$ cat config.mk
export PLATFORM = sky130hd
export DESIGN_NAME = inst_fetch
export DESIGN_NICKNAME = d
export VERILOG_FILES = /design/src/rtl/inst_fetch.sv
export SDC_FILE = /design/constraint.sdc
export NUM_CORES = 1
export LEC_CHECK = 0
export BUFFER_PORTS_ARGS = -buffer_cell sky130_fd_sc_hd__buf_2
export CORE_AREA = 2 2 101 103
export CTS_CLUSTER_DIAMETER = 60
export DETAILED_ROUTE_END_ITERATION = 12
export DIE_AREA = 0 0 103 105
export PLACE_DENSITY_LB_ADDON = 0.05
export SETUP_SLACK_MARGIN = 0.3
export SLEW_MARGIN = 5
export SYNTH_ARGS = -nofsm -noshare
export SYNTH_HDL_FRONTEND = slang
export SYNTH_SLANG_ARGS = --single-unit
export TNS_END_PERCENT = 50
$ cat constraint.sdc
create_clock -name clk -period 2.6 [get_ports clk]
set_input_delay 0.52 -clock clk [delete_from_list [all_inputs] [get_ports clk]]
set_output_delay 0.52 -clock clk [all_outputs]
set_load 0.05 [all_outputs]
$ cat src/rtl/inst_fetch.sv
// inst_fetch: instruction-fetch stage.
// Owns the PC, fetches 32-bit words from the memory controller (one request
// outstanding at most), and presents if_pc/if_inst to the IF/ID register.
// Optional direct-mapped one-word-per-line instruction cache, enabled by
// defining the macro ICACHE_EN.
//
// Ports:
//   clk, rst        clock and synchronous active-high reset
//   rdy             global ready; 0 freezes every register
//   stall[5:0]      pipeline stall vector; only bit 0 (hold PC) is used here
//   ifjump, jump_pc EX-stage redirect request and target
//   if_pc, if_inst  current PC and its instruction (0 when unavailable)
//   stallreq_if     1 while if_inst is not valid
//   mem_req/addr    fetch request to memory controller
//   mem_done/inst   one-cycle response pulse and fetched word
module inst_fetch #(
    parameter logic [31:0] RESET_PC     = 32'h0,
    parameter int unsigned ICACHE_LINES = 128
) (
    input  logic        clk,
    input  logic        rst,
    input  logic        rdy,
    input  logic [5:0]  stall,
    input  logic        ifjump,
    input  logic [31:0] jump_pc,
    output logic [31:0] if_pc,
    output logic [31:0] if_inst,
    output logic        stallreq_if,
    output logic        mem_req,
    output logic [31:0] mem_addr,
    input  logic        mem_done,
    input  logic [31:0] mem_inst
);

    typedef enum logic {
        S_IDLE = 1'b0,
        S_WAIT = 1'b1
    } state_t;

    state_t      state;
    logic [31:0] pc;
    logic [31:0] inst_buf;
    logic        buf_valid;
    logic        discard;
    logic        hit;
    logic        avail;
    logic [31:0] cache_word;

    // Only the PC-hold bit of the stall vector matters to this stage.
    logic unused_stall;
    assign unused_stall = &{1'b0, stall[5:1]};

`ifdef ICACHE_EN
    localparam int unsigned IDX  = $clog2(ICACHE_LINES);
    localparam int unsigned TAGW = 30 - IDX;

    logic [31:2]             req_addr;
    logic [ICACHE_LINES-1:0] cache_valid;
    logic [TAGW-1:0]         cache_tag  [ICACHE_LINES];
    logic [31:0]             cache_data [ICACHE_LINES];
    logic [IDX-1:0]          idx;
    logic [IDX-1:0]          fill_idx;
    logic                    fill;

    assign idx        = pc[IDX+1:2];
    assign fill_idx   = req_addr[IDX+1:2];
    assign hit        = cache_valid[idx] & (cache_tag[idx] == pc[31:IDX+2]);
    assign cache_word = cache_data[idx];
    // Every response fills, including ones the pipeline drops after a redirect.
    assign fill       = rdy & (state == S_WAIT) & mem_done;

    // Valid bits: the only cache state that needs a reset.
    always_ff @(posedge clk) begin
        if (rst) begin
            cache_valid <= '0;
        end else if (fill) begin
            cache_valid[fill_idx] <= 1'b1;
        end
    end

    // Tag and data storage.
    always_ff @(posedge clk) begin
        if (!rst && fill) begin
            cache_tag[fill_idx]  <= req_addr[31:IDX+2];
            cache_data[fill_idx] <= mem_inst;
        end
    end
`else
    localparam int unsigned unused_lines = ICACHE_LINES;

    assign hit        = 1'b0;
    assign cache_word = 32'h0;
`endif

    // Availability and outputs, purely from registers (no path from stall).
    assign avail       = buf_valid | hit;
    assign if_pc       = pc;
    assign if_inst     = buf_valid ? inst_buf : (hit ? cache_word : 32'h0);
    assign stallreq_if = ~avail;

    // PC, fetch FSM and response buffer.
    always_ff @(posedge clk) begin
        if (rst) begin
            state     <= S_IDLE;
            pc        <= RESET_PC;
            inst_buf  <= 32'h0;
            buf_valid <= 1'b0;
            discard   <= 1'b0;
            mem_req   <= 1'b0;
            mem_addr  <= 32'h0;
`ifdef ICACHE_EN
            req_addr  <= '0;
`endif
        end else if (rdy) begin
            case (state)
                S_IDLE: begin
                    if (!avail && !ifjump) begin
                        mem_req  <= 1'b1;
                        mem_addr <= pc;
`ifdef ICACHE_EN
                        req_addr <= pc[31:2];
`endif
                        state    <= S_WAIT;
                    end
                end
                S_WAIT: begin
                    if (mem_done) begin
                        mem_req <= 1'b0;
                        state   <= S_IDLE;
                        discard <= 1'b0;
                        // Keep the word only if no redirect happened since the request.
                        if (!discard && !ifjump) begin
                            inst_buf  <= mem_inst;
                            buf_valid <= 1'b1;
                        end
                    end else if (ifjump) begin
                        // Outstanding request is never aborted; its data is dropped later.
                        discard <= 1'b1;
                    end
                end
                default: state <= S_IDLE;
            endcase

            // Redirect beats both advance and stall.
            if (ifjump) begin
                pc        <= jump_pc;
                buf_valid <= 1'b0;
            end else if (avail && !stall[0]) begin
                pc        <= pc + 32'd4;
                buf_valid <= 1'b0;
            end
        end
    end

endmodule

==> flow_metrics.env, run 1 <==
export IMPL_status="finished, final reports clean"
export IMPL_max_slew_margin_rel=0.4932
export IMPL_cts_sinks=100
export IMPL_coreArea_sq_um=9639
export IMPL_r2r_slack_ns=0.46
export IMPL_slew_violations=0
export IMPL_crit_end="if_pc[24]"
export IMPL_initial_utilization=0.4804
export IMPL_yosysMostFrequentCell="nand2_1"
export IMPL_clk_latency_ns=0.36
export IMPL_synth_edff_count=0
export IMPL_endpoint_kind="flip-flop"
export IMPL_hpwl_mm=9.266
export IMPL_finalHoldViolCount=0
export IMPL_grt_pass1_wl_mm=20.55
export IMPL_timing_fmax_ghz=0.4665
export IMPL_worstPathArrival_ns=2.43
export IMPL_port_buffers=167
export IMPL_die_x_um=103
export IMPL_antenna_found_initial=0
export IMPL_h_tree_depth=3
export IMPL_synth_ff_type="dfxtp_1"
export IMPL_hold_slack_ns=0.3857
export IMPL_ctsResizeCount=0
export IMPL_power_mw=3.092
export IMPL_area_growth_pct=24.99
export IMPL_gp_congestion=0.8158
export IMPL_max_slew_worst_pin_slew_ns=0.7561
export IMPL_crit_type="reg -> reg"
export IMPL_vdd_drop_max_mv=0.2484
export IMPL_required_ns=2.89
export IMPL_yosysSeqAreaShare=0.4323
export IMPL_hold_class="in -> reg"
export IMPL_period_share=0.8245
export IMPL_crit_start="if_pc[2]"
export IMPL_powerDensity_nw_per_um2=534.2
export IMPL_setup_viol=0
export IMPL_max_cap_viol_count=0
export IMPL_vias=4860
export IMPL_detail_route_first_pass_iterations=5
export IMPL_synth_top_cell_area_share=0.4323
export IMPL_num_rows=36
export IMPL_cts_root_buf="clkbuf_8"
export IMPL_die_area_sq_um=10820
export IMPL_clk_pin_slew_worst_paths_ns=0.10
export IMPL_viasPerCell=5.376
export IMPL_cts_max_path_buffers=2
export IMPL_syn_nets=696
export IMPL_grtUsageTotal=0.2357
export IMPL_worstHoldStart="mem_inst[31]"
export IMPL_cp_max_fo=7
export IMPL_yosysUniqueCellTypes=51
export IMPL_cts_buffers=9
export IMPL_cts_tree="yes"
export IMPL_finish_net_count=843
export IMPL_post_cts_buffers=0
export IMPL_min_period_ns=2.144
export IMPL_drtAntennaViolNets=0
export IMPL_synth_cells=620
export IMPL_grt_max_degree=56
export IMPL_fin_tns_setup_ns=0
export IMPL_total_leakage_power_nw=2.453
export IMPL_drive_gt1_frac=0.2724
export IMPL_first_global_vias=4281
export IMPL_ys_top_cells_by_area="dfxtp_1 (43%), nand2_1 (14%), a21oi_1 (10%)"
export IMPL_r2r_end="if_pc[24]"
export IMPL_wl_mm=13.11
export IMPL_ys_seq_elements=100
export IMPL_rr_worst_depth=6
export IMPL_fin_worst_skew_ns=0.01038
export IMPL_netlist_top_cells_count="nand2_1 (170), dfxtp_1 (100), a21oi_1 (95), clkbuf_1 (41), and2_1 (33)"
export IMPL_rsz0062_at_grt="true"
export IMPL_io_pins=173
export IMPL_drc_errors=0
export IMPL_crit_path_start_kind="flip-flop"
export IMPL_syn_area_per_cell_sq_um=7.469
export IMPL_yosys_area_top_type="dfxtp_1"
export IMPL_wl_per_cell_um=14.51
export IMPL_place_area_sq_um=5577
export IMPL_drt_initial_drc_count=170
export IMPL_reg2reg_from="if_pc[2]"
export IMPL_syn_area_sq_um=4631
export IMPL_grt_overflow=0
export IMPL_synth_warnings=0
export IMPL_die_h_um=105
export IMPL_antenna_diode_count=0
export IMPL_utilization=0.6005
export IMPL_cts_hold_buffers=0
export IMPL_ys_async_sr_fraction=0
export IMPL_final_area_sq_um=5788
==> worst min-delay path by stage <==
stage	end	slack (ns)	depth (start not counted)
floorplan	inst_buf[0]	0.43	2
global placement	inst_buf[26]	0.44	2
detailed placement	mem_addr[20]	0.44	2
CTS	inst_buf[31]	0.37	3
global route	inst_buf[11]	0.37	3
finish	inst_buf[31]	0.39	3
==> sequential cells by signal (all words and copies together), names as in the netlist <==
signal / count
mem_req: 1
inst_buf: 32
discard: 1
if_pc: 32
avail: 1
state: 1
mem_addr: 32
==> power by group <==
part | total [mW] | switching, mW | internal [mW]
clock | 1.06 | 0.528 | 0.534
sequential | 1.62 | 0.0515 | 1.57
combinational | 0.409 | 0.281 | 0.128
==> placed cells by master, fill, tap and decap left out, types with 9 or more instances in the layout <==
cell type  count
clkbuf_8       9
dfxtp_1      100
and2_1        33
o21ai_0       19
buf_2        166
a21oi_1       95
nor2_1        24
buf_4         19
nand2_1      170
nand3_1       16
==> critical path: stages (launching register included) <==
cell     delay (ns)
dfxtp_1        0.44
ha_1           0.29
nand4_4        0.18
nor4_4         0.42
nand2_2        0.16
or4_1          0.41
a31oi_1        0.16
==> layout make-up <==
cell class	count	area, sq um
repair buffers	185	973.4
clock inverters	5	77.57
flip-flops and latches	100	2002
multi-input cells	465	2419
well taps	133	166.4
fillers	1001	3851
inverters	6	22.52
clock buffers	10	127.6
==> layer usage <==
| metal | wire length (um) | track usage | vias to the layer above |
|---|---|---|---|
| li1 | - | - | 2429 |
| met1 | 5690 | 0.3127 | 2246 |
| met2 | 6322 | 0.3817 | 168 |
| met3 | 877 | 0.03746 | 17 |
| met4 | 224 | 0.08741 | 0 |
| met5 | 0 | 0 | - |
==> cells by family after synthesis <==
logic type	synth area share
buf+inv	0.04782
mux	0.008647
flops	0.4323
compound gates	0.1983
fa+ha+maj	0.002702
simple gates	0.3102
==> through the flow <==
step                      worst slack [ns]  cells
final                               0.4562    904
after global routing                0.2882    904
after CTS                           0.4055    904
after detailed placement            0.4003    889
after global placement              0.4832    889
after floorplan                     0.3020    620
Note: power is estimated with default switching activity, not from simulation.
==> inputs of run 2 (changes only) <==
==> constraint.sdc (replaced) <==
create_clock -name clk -period 2.2 [get_ports clk]
set_input_delay 0.44 -clock clk [delete_from_list [all_inputs] [get_ports clk]]
set_output_delay 0.44 -clock clk [all_outputs]
set_load 0.05 [all_outputs]
==> flow_metrics.env, run 2 (synthesis gave the netlist of run 1 again) <==
export IMPL_cts_buffers=9
export IMPL_viasPerCell=5.369
export IMPL_gp_congestion=0.8429
export IMPL_power_mw=3.623
export IMPL_wl_mm=13.39
export IMPL_total_leakage_power_nw=2.517
export IMPL_crit_path_start_kind="flip-flop"
export IMPL_drc_errors=0
export IMPL_cts_hold_buffers=0
export IMPL_die_h_um=105
export IMPL_cp_max_fo=7
export IMPL_rsz0062_at_grt="true"
export IMPL_finish_net_count=854
export IMPL_drive_gt1_frac=0.3129
export IMPL_wl_per_cell_um=14.61
export IMPL_antenna_found_initial=0
export IMPL_status="finished, final reports clean"
export IMPL_grtUsageTotal=0.2434
export IMPL_cts_tree="yes"
export IMPL_powerDensity_nw_per_um2=604.7
export IMPL_h_tree_depth=3
export IMPL_initial_utilization=0.4804
export IMPL_timing_fmax_ghz=0.5180
export IMPL_worst_path_max_delay_cell="nor4_4"
export IMPL_fin_worst_skew_ns=0.009162
export IMPL_min_period_ns=1.931
export IMPL_io_pins=173
export IMPL_num_rows=36
export IMPL_crit_chain="nand4_1, nor4_4, nand2_2, buf_4, or3_1, a21oi_1"
export IMPL_endpoint_kind="flip-flop"
export IMPL_finalHoldViolCount=0
export IMPL_drt_initial_drc_count=231
export IMPL_worstPathArrival_ns=2.23
export IMPL_crit_type="reg -> reg"
export IMPL_cp_top_family="simple AND/OR/NAND/NOR gates"
export IMPL_coreArea_sq_um=9639
export IMPL_r2r_end="if_pc[30]"
export IMPL_setup_viol=0
export IMPL_period_share=0.8776
export IMPL_area_growth_pct=29.37
export IMPL_critPathBufInv=1
export IMPL_final_area_sq_um=5991
export IMPL_max_cap_viol_count=0
export IMPL_r2r_slack_ns=0.27
export IMPL_slew_violations=0
export IMPL_cts_sinks=100
export IMPL_detail_route_first_pass_iterations=5
export IMPL_cts_root_buf="clkbuf_8"
export IMPL_place_area_sq_um=5652
export IMPL_grt_overflow=0
export IMPL_hold_class="in -> reg"
export IMPL_clk_pin_slew_worst_paths_ns=0.10
export IMPL_final_cell_mix="nand2_1 (170), buf_2 (146), a21oi_1 (95)"
export IMPL_max_slew_margin_rel=0.6966
export IMPL_clk_latency_ns=0.37
export IMPL_whs_path_depth=3
export IMPL_antenna_diode_count=0
export IMPL_first_global_vias=4425
export IMPL_fin_tns_setup_ns=0
export IMPL_rr_worst_depth=6
export IMPL_grt_pass1_wl_mm=21.31
export IMPL_holdPathEnd="if_pc[1]"
export IMPL_grt_max_degree=61
export IMPL_vias=4918
export IMPL_critPathMaxStageDelay_ns=0.44
export IMPL_port_buffers=167
export IMPL_drtAntennaViolNets=0
export IMPL_fillers=956
export IMPL_cts_max_path_buffers=2
export IMPL_reg2reg_from="if_pc[11]"
export IMPL_vdd_drop_max_mv=0.3493
export IMPL_final_common_cell="nand2_1"
export IMPL_die_x_um=103
export IMPL_multi_input_area_sq_um=2442
export IMPL_hpwl_mm=9.398
export IMPL_max_slew_worst_pin_slew_ns=0.4551
export IMPL_worstHoldStart="jump_pc[1]"
export IMPL_final_seq_area_sq_um=2032
export IMPL_required_ns=2.50
export IMPL_die_area_sq_um=10820
[run 2: cell types whose count changed in the layout (fill, tap and decap cells not counted), moves of 3 or more]
| cell | previous run | this run |
|---|---|---|
| dfxtp_1 | 100 | 82 |
| clkbuf_4 | 0 | 5 |
| dfxtp_4 | 0 | 3 |
| buf_4 | 19 | 43 |
| dfxtp_2 | 0 | 15 |
| buf_2 | 166 | 146 |
[run 2: layout make-up]
| cell class | count | share of cell area |
|---|---|---|
| clock buffers | 11 | 0.02527 |
| clock inverters | 5 | 0.008354 |
| inverters | 6 | 0.003759 |
| multi-input cells | 465 | 0.4077 |
| flip-flops and latches | 100 | 0.3392 |
| well taps | 133 | 0.02778 |
| repair buffers | 196 | 0.1880 |
[run 2: repair_timing]
| action | CTS | global route |
|---|---|---|
| pin swaps | 0 | 5 |
| buffers inserted | 0 | 7 |
| resized for setup | 19 | 11 |
| setup endpoints to repair | 37 | 23 |
[run 2: report_power, final]
group | internal (mW) | switching [mW]
Clock | 0.581 | 0.628
Combinational | 0.159 | 0.338
Sequential | 1.86 | 0.0606
Total | 2.60 | 1.03
[run 2: worst max-delay path by stage]
stage,end,depth (start not counted),from,slack (ns)
3_3_place_gp,if_pc[18],6,if_pc[2],0.29
5_1_grt,if_pc[24],6,if_pc[2],0.21
6_report,if_pc[30],6,if_pc[11],0.27
2_1_floorplan,if_pc[18],6,if_pc[2],0.31
3_5_place_dp,if_pc[25],5,if_pc[4],0.24
4_1_cts,if_pc[18],6,if_pc[2],0.25
[run 2: per-layer routing]
layer	global-route usage	part of all wire	up-vias
met1	0.3358	0.45	2278
met5	0	0	-
met2	0.3896	0.47	171
li1	-	-	2456
met3	0.03411	0.064	13
met4	0.07801	0.014	0
[run 2: per-stage QoR]
step                      utilization  worst slack, ns  hold slack [ns]  cells
after floorplan                     -           0.3083           0.4317    620
after global placement         0.5863           0.2941           0.4373    893
after detailed placement       0.5863           0.2433           0.4417    893
after CTS                      0.6123           0.2465           0.2890    909
after global routing           0.6215           0.2112           0.2954    916
final                          0.6215           0.2694           0.2981    916
[run 2: worst register-to-register path, stage by stage (launching register included)]
cell	delay, ns
dfxtp_2	0.40
nand4_1	0.24
nor4_4	0.44
nand2_2	0.14
buf_4	0.16
or3_1	0.33
a21oi_1	0.14
==> inputs of run 3 (changes only) <==
--- a/config.mk
+++ b/config.mk
@@ -6,10 +6,11 @@
 export NUM_CORES = 1
 export LEC_CHECK = 0
 export BUFFER_PORTS_ARGS = -buffer_cell sky130_fd_sc_hd__buf_2
-export CORE_AREA = 2 2 101 103
+export CORE_AREA = 2 2 99 101
+export CTS_BUF_LIST = sky130_fd_sc_hd__clkbuf_8
 export CTS_CLUSTER_DIAMETER = 60
 export DETAILED_ROUTE_END_ITERATION = 12
-export DIE_AREA = 0 0 103 105
+export DIE_AREA = 0 0 101 103
 export PLACE_DENSITY_LB_ADDON = 0.05
 export SETUP_SLACK_MARGIN = 0.3
 export SLEW_MARGIN = 5
==> flow_metrics.env, run 3 (synthesis gave the netlist of run 1 again) <==
export IMPL_status="finished, final reports clean"
export IMPL_h_tree_depth=3
export IMPL_finalHoldViolCount=0
export IMPL_seqPwrFrac=0.531
export IMPL_required_ns=2.50
export IMPL_dp_slack_ns=0.2555
export IMPL_final_cell_mix="nand2_1 (170), buf_2 (165), a21oi_1 (95)"
export IMPL_grtUsageTotal=0.2449
export IMPL_coreArea_sq_um=9459
export IMPL_reg2reg_from="if_pc[10]"
export IMPL_timing_final_ws_setup_ns=0.3086
export IMPL_hpwl_mm=9.209
export IMPL_power_internal_mw=2.592
export IMPL_io_pins=173
export IMPL_period_share=0.8597
export IMPL_drive_gt1_frac=0.3077
export IMPL_max_slew_margin_rel=0.6935
export IMPL_die_h_um=103
export IMPL_fin_worst_skew_ns=0.008155
export IMPL_antenna_diode_count=0
export IMPL_cts_tree="yes"
export IMPL_comb_power_share=0.135
export IMPL_min_period_ns=1.891
export IMPL_worstHoldStart="mem_inst[6]"
export IMPL_wl_per_cell_um=14.64
export IMPL_slew_violations=0
export IMPL_rsz0062_at_grt="true"
export IMPL_viasPerCell=5.485
export IMPL_cts_sinks=100
export IMPL_wl_mm=13.09
export IMPL_pwr_share_clk=0.334
export IMPL_rr_worst_depth=5
export IMPL_drc_errors=0
export IMPL_die_area_sq_um=10400
export IMPL_cp_max_fo=7
export IMPL_fin_tns_setup_ns=0
export IMPL_gp_congestion=0.8491
export IMPL_clk_pin_slew_worst_paths_ns=0.10
export IMPL_cts_max_path_buffers=2
export IMPL_max_cap_viol_count=0
export IMPL_worstPathArrival_ns=2.19
export IMPL_setup_viol=0
export IMPL_drt_initial_drc_count=170
export IMPL_clk_latency_ns=0.37
export IMPL_cts_hold_buffers=0
export IMPL_cts_root_buf="clkbuf_8"
export IMPL_grt_overflow=0
export IMPL_crit_path_start_kind="flip-flop"
export IMPL_drtAntennaViolNets=0
export IMPL_first_global_vias=4353
export IMPL_r2r_end="if_pc[24]"
export IMPL_initial_utilization=0.4896
export IMPL_switching_share=0.2828
export IMPL_total_leakage_power_nw=2.519
export IMPL_vdd_drop_max_mv=0.3569
export IMPL_endpoint_kind="flip-flop"
export IMPL_grt_max_degree=44
export IMPL_detail_route_first_pass_iterations=4
export IMPL_timing_fmax_ghz=0.5287
export IMPL_holdPathEnd="inst_buf[6]"
export IMPL_vias=4904
export IMPL_port_buffers=167
export IMPL_whs_path_depth=3
export IMPL_power_mw=3.613
export IMPL_antenna_found_initial=0
export IMPL_area_growth_pct=27.13
export IMPL_crit_type="reg -> reg"
export IMPL_hold_class="in -> reg"
export IMPL_netSwitchingPower_mw=1.022
export IMPL_max_slew_worst_pin_slew_ns=0.4597
export IMPL_fillers=907
export IMPL_cts_buffers=9
export IMPL_final_common_cell="nand2_1"
export IMPL_grt_pass1_wl_mm=20.52
export IMPL_num_rows=36
export IMPL_r2r_slack_ns=0.31
export IMPL_powerDensity_nw_per_um2=613.8
export IMPL_die_x_um=101
export IMPL_finish_net_count=851
==> run 3: cell types whose count changed in the layout (fill, tap and decap cells not counted), sizes merged <==
cell      change
inv           +1
clkinv        -2
buf           +2
clkbuf        -5
clkinvlp      +1
==> run 3: worst max-delay path: stages (launching register included) <==
cell and delay, ns:
dfxtp_2 0.40, nand4_1 0.27, nor4_4 0.43, nand2_2 0.13, or4_1 0.43, a31oi_1 0.17
==> run 3: worst max-delay path by stage <==
stage,startpoint,to,slack [ns]
finish,if_pc[10],if_pc[24],0.31
global route,if_pc[13],if_pc[24],0.22
CTS,if_pc[2],if_pc[24],0.27
detailed placement,if_pc[2],if_pc[18],0.26
global placement,if_pc[2],if_pc[18],0.27
floorplan,if_pc[2],if_pc[18],0.31
==> run 3: area by class of cell <==
type / instances / area (sq um) / share of cell area
clock buffers: 11 / 151.4 / 0.02572
clock inverters: 5 / 51.30 / 0.008714
inverters: 6 / 22.52 / 0.003826
multi-input cells: 465 / 2446 / 0.4155
flip-flops and latches: 100 / 2029 / 0.3447
well taps: 114 / 142.6 / 0.02423
repair buffers: 193 / 1044 / 0.1773
==> run 3: repair_timing <==
action | 4_1_cts | 5_1_grt
endpoints found under the setup margin | 36 | 10
setup buffers | 2 | 5
pin swaps | 2 | 4
resized for setup | 7 | 2
cloned | 0 | 0
==> run 3: routing by layer <==
metal / GRT usage / share of wire
met5: 0 / 0
met4: 0.08524 / 0.015
met3: 0.03593 / 0.059
met2: 0.4138 / 0.49
met1: 0.3219 / 0.44
==> run 3: power groups by stage <==
| stage | clock [mW] | combinational, mW | sequential, mW |
|---|---|---|---|
| 6_report | 1.21 | 0.486 | 1.92 |
| 5_1_grt | 1.31 | 0.528 | 1.93 |
| 4_1_cts | 1.24 | 0.484 | 1.92 |
| 3_5_place_dp | 0 | 0.481 | 1.96 |
| 3_3_place_gp | 0 | 0.476 | 1.96 |
| 2_1_floorplan | 0 | 0.190 | 2.08 |
==> run 3: per-stage QoR <==
step	std cells	area, sq um	util	hold slack, ns
after floorplan	620	4663	-	0.4317
after global placement	871	5593	0.5913	0.4371
after detailed placement	871	5593	0.5913	0.4424
after CTS	889	5843	0.6177	0.2841
after global routing	894	5887	0.6224	0.2910
final	894	5887	0.6224	0.2930
